===== config.mk =====
export PLATFORM = sky130hd
export DESIGN_NAME = random_generator
export DESIGN_NICKNAME = d
export VERILOG_FILES = /design/src/rtl/random_generator.sv
export SDC_FILE = /design/constraint.sdc
export NUM_CORES = 1
export LEC_CHECK = 0
export BUFFER_PORTS_ARGS = -buffer_cell sky130_fd_sc_hd__buf_2
export CORE_AREA = 2 2 39 41
export CTS_CLUSTER_SIZE = 12
export DETAILED_ROUTE_END_ITERATION = 8
export DIE_AREA = 0 0 41 43
export HOLD_SLACK_MARGIN = 0.05
export PLACE_DENSITY_LB_ADDON = 0.3
export SYNTH_ARGS = -nofsm -noshare
export SYNTH_HDL_FRONTEND = slang
export SYNTH_SLANG_ARGS = --single-unit

===== constraint.sdc =====
create_clock -name clk -period 0.9 [get_ports clk]
set_input_delay 0.045 -clock clk [delete_from_list [all_inputs] [get_ports clk]]
set_output_delay 0.045 -clock clk [all_outputs]
set_load 0.02 [all_outputs]

===== src/rtl/random_generator.sv =====
// Purpose : maximal-length Galois LFSR pseudo-random source, WIDTH-bit state.
// Latency : seed visible one edge after reset=1; first new value on first edge after release.
// Backpressure: none; free-running, advances one step every clock when not in reset.
//
// Ports:
//   clk     - rising-edge clock for all state updates
//   reset   - synchronous active-high reset; loads seed (0 is replaced by 1)
//   seed    - initial LFSR state, sampled only while reset=1
//   dataOut - current LFSR state, driven straight from the state register
module random_generator #(
  parameter int          WIDTH = 8,
  parameter logic [31:0] TAPS  = 32'h0
) (
  input  logic             clk,
  input  logic             reset,
  input  logic [WIDTH-1:0] seed,
  output logic [WIDTH-1:0] dataOut
);

  // Right-shift Galois masks: bit (t-1) set for each polynomial tap t.
  // Every entry gives period 2^w-1. Widths outside 3..32 return 0 and are
  // rejected below when no explicit mask is supplied.
  function automatic logic [31:0] table_mask(input int w);
    logic [31:0] m;
    case (w)
      3:       m = 32'h0000_0006;  // x^3+x^2+1
      4:       m = 32'h0000_000C;  // x^4+x^3+1
      5:       m = 32'h0000_0014;  // x^5+x^3+1
      6:       m = 32'h0000_0030;  // x^6+x^5+1
      7:       m = 32'h0000_0060;  // x^7+x^6+1
      8:       m = 32'h0000_00B8;  // x^8+x^6+x^5+x^4+1
      9:       m = 32'h0000_0110;  // x^9+x^5+1
      10:      m = 32'h0000_0240;  // x^10+x^7+1
      11:      m = 32'h0000_0500;  // x^11+x^9+1
      12:      m = 32'h0000_0E08;  // x^12+x^11+x^10+x^4+1
      13:      m = 32'h0000_1C80;  // x^13+x^12+x^11+x^8+1
      14:      m = 32'h0000_3802;  // x^14+x^13+x^12+x^2+1
      15:      m = 32'h0000_6000;  // x^15+x^14+1
      16:      m = 32'h0000_B400;  // x^16+x^14+x^13+x^11+1
      17:      m = 32'h0001_2000;  // x^17+x^14+1
      18:      m = 32'h0002_0400;  // x^18+x^11+1
      19:      m = 32'h0007_2000;  // x^19+x^18+x^17+x^14+1
      20:      m = 32'h0009_0000;  // x^20+x^17+1
      21:      m = 32'h0014_0000;  // x^21+x^19+1
      22:      m = 32'h0030_0000;  // x^22+x^21+1
      23:      m = 32'h0042_0000;  // x^23+x^18+1
      24:      m = 32'h00E1_0000;  // x^24+x^23+x^22+x^17+1
      25:      m = 32'h0120_0000;  // x^25+x^22+1
      26:      m = 32'h0200_0023;  // x^26+x^6+x^2+x+1
      27:      m = 32'h0400_0013;  // x^27+x^5+x^2+x+1
      28:      m = 32'h0900_0000;  // x^28+x^25+1
      29:      m = 32'h1400_0000;  // x^29+x^27+1
      30:      m = 32'h2000_0029;  // x^30+x^6+x^4+x+1
      31:      m = 32'h4800_0000;  // x^31+x^28+1
      32:      m = 32'h8020_0003;  // x^32+x^22+x^2+x+1
      default: m = 32'h0000_0000;
    endcase
    return m;
  endfunction

  localparam logic [31:0]      MASK_SEL = (TAPS != 32'h0) ? TAPS : table_mask(WIDTH);
  localparam logic [WIDTH-1:0] MASK     = WIDTH'(MASK_SEL);

  generate
    if (TAPS == 32'h0 && (WIDTH < 3 || WIDTH > 32)) begin : g_bad_width
      $error("random_generator: WIDTH=%0d has no built-in mask (legal 3..32)", WIDTH);
    end
  endgenerate

  // No power-on value: the state is meaningless until the first reset edge.
  logic [WIDTH-1:0] s;

  always_ff @(posedge clk) begin
    if (reset) begin
      // An all-zero state would lock up, so a zero seed is replaced by 1.
      s <= (seed != '0) ? seed : WIDTH'(1);
    end else begin
      s <= (s >> 1) ^ (s[0] ? MASK : '0);
    end
  end

  assign dataOut = s;

endmodule


==> flow_summary.yaml <==
outcome:
  status: "complete, no violations"
drt:
  ant_nets: 0
  vias_per_cell: 4.01
  drt_iter0_markers: 1
  routed_wl_um: 763
  drc: 0
  dr_total_vias: 285
  wl_per_cell_um: 10.7
  drtPass1Iterations: 3
layout:
  fill_cells: 145
  final_common_cell: "buf_2"
  num-nets-final: 67
  final_cell_mix: "16 x buf_2, 9 x dlygate4sd3_1, 7 x dfxtp_1"
  antenna_cells: 0
  drive_gt1_share_pct: 47.3
  largest_reg_flops: 8
  syn2layout_area_growth_pct: 75.8
job:
  maxCapViolCount: 0
setup_path:
  critPathLaunchType: "register"
  required_ps: 850
  worst-path-max-fanout: 5
  critPathSlowestCell: "dfxtp_2"
  crit_buf_inv: 1
  reg2reg_depth: 2
  slowest_delay_ps: 380
  worstSetupPathType: "register to output port"
  cpLargestDelayFamily: "flip-flops"
  cp.arrival_ps: 800
  r2r-end: "dataOut[3]"
  worstPathCellList: "buf_4"
  ff2ff_setup_slack_ps: 160
  r2r-start: "dataOut[0]"
  crit_path_start: "dataOut[0]"
  cp-end-kind: "output port"
placement:
  io_buffers: 17
  gp_congestion: 0.668
  place_hpwl_um: 537
  dp_slack_ps: 20.9
grt:
  grt_first_pass_wirelength_um: 1080
  grt_use_total_pct: 10.2
  grt_max_degree: 9
  antenna_found_initial: 0
  overflow: 0
  first_global_vias: 260
die:
  rows: 14
  die_area_um2: 1760
  die_h_um: 43
  placeableCoreArea_um2: 1380
  die_w_um: 41
  start_util_pct: 21.3
  io_pins: 18
cts:
  numCtsBuffers: 3
  h-tree-depth: 1
  cts_tree: "built"
  path_clk_slew_ps: 60
  clockRootBuffer: "clkbuf_4"
  clock-sinks: 8
  clkLatencyLatePin_ps: 260
  cts.path.max_buffers: 2
sta:
  final-hold-violation-count: 0
  fin_crit_sh_pct: 93.7
  skew_ps: 4.00
  setup_ws_ps: 56.3
  slew_violations: 0
  fin_crit_ps: 844
  finalSetupViolations: 0
  tns_ps: 0
  slew_headroom_pct: 89.4
  rsz0062_at_grt: "no"
  tightest_slew_ps: 155
  fmax_mhz: 1190
synthesis:
  synth_nets: 36
  avgSynthCellArea_um2: 11.4
  yosysSeqAreaShare_pct: 54.2
  syn_area_um2: 295
  synth_cells: 26
  synth_top_area_cell: "dfxtp_1"
  ys_ff_latch: 8
  synth.top_cell.area_share_pct: 54.2
  yosys_warnings: 0
  yosys-top-cells-area: "dfxtp_1 54%, mux2_2 15%, xnor2_1 8.9%, o21ai_0 5.1%, nand2_1 3.8%"
  ys_types: 10
min_path:
  hold_path_depth: 3
  whs_endpoint: "dataOut[0]"
  hp-class: "primary input to register"
  worstHoldStart: "seed[4]"
pwr:
  ir_drop_uv: 597
  p_leak_uw: 0.000232
  p_per_area_nw_per_um2: 1840
==> worst max-delay path by stage <==
stage / to / cells after the start / slack (ps)
floorplan: dataOut[5] / 2 / 50
global placement: dataOut[0] / 3 / 10
detailed placement: dataOut[0] / 3 / 20
CTS: dataOut[0] / 1 / 10
global route: dataOut[0] / 1 / 10
finish: dataOut[0] / 1 / 60
==> metrics by stage <==
stage	cells	area, µm²	util, %	hold WS [ps]	total power, µW
after floorplan	26	295	-	154	561
after global placement	59	403	29.1	265	644
after detailed placement	59	403	29.1	275	646
after CTS	70	507	36.6	26.5	967
after global routing	71	519	37.5	48.1	1000
final	71	519	37.5	48.7	958
==> routing by layer <==
layer | wire [µm] | vias up | global-route usage (%) | part of all wire (%)
li1 | - | 151 | - | -
met1 | 330 | 129 | 11.0 | 43
met2 | 401 | 5 | 13.4 | 53
met3 | 31 | 0 | 4.71 | 4.1
met4 | 0 | 0 | 10.0 | 0
met5 | 0 | - | 0 | 0
==> what timing repair did <==
item                                    in CTS  in global routing
setup buffers                                0                  0
hold buffers                                 8                  1
endpoints found under the setup margin       1                  1
gates resized for setup                      1                  1
pin swaps                                    0                  0
endpoints found under the hold margin        8                  2
==> where the power goes <==
part / leakage (µW) / internal, µW / switching, µW / total [µW]
sequential: 0.0000675 / 403 / 30.5 / 433
clock: 0.0000138 / 153 / 134 / 288
combinational: 0.000150 / 122 / 115 / 237
total: 0.000232 / 678 / 280 / 958
==> cells in the mapped netlist <==
| master | number |
|---|---|
| dfxtp_1 | 8 |
| mux2_2 | 4 |
| nand2_1 | 3 |
| o21ai_0 | 3 |
| xnor2_1 | 3 |
| buf_2 | 1 |
| mux2i_1 | 1 |
| o21ai_1 | 1 |
| or4_1 | 1 |
| or4b_1 | 1 |
==> layout make-up <==
cell class	count	area [µm²]	share of cell area, %
clock buffer	3	22.5	4.34
sequential	8	161	31.1
tap	16	20.0	3.86
timing repair buffer	27	185	35.7
multi-input combinational	17	130	25.1
==> cell families after synthesis <==
logic type                share of synthesized area, %
muxes                                             18.6
xor gates and xnor gates                          8.90
buffers and inverters                             1.69
and+or+nand+nor                                   9.75
AOI/OAI and AO/OA                                 6.78
DFF                                               54.2
No activity file was read; power rests on OpenSTA's default activity.
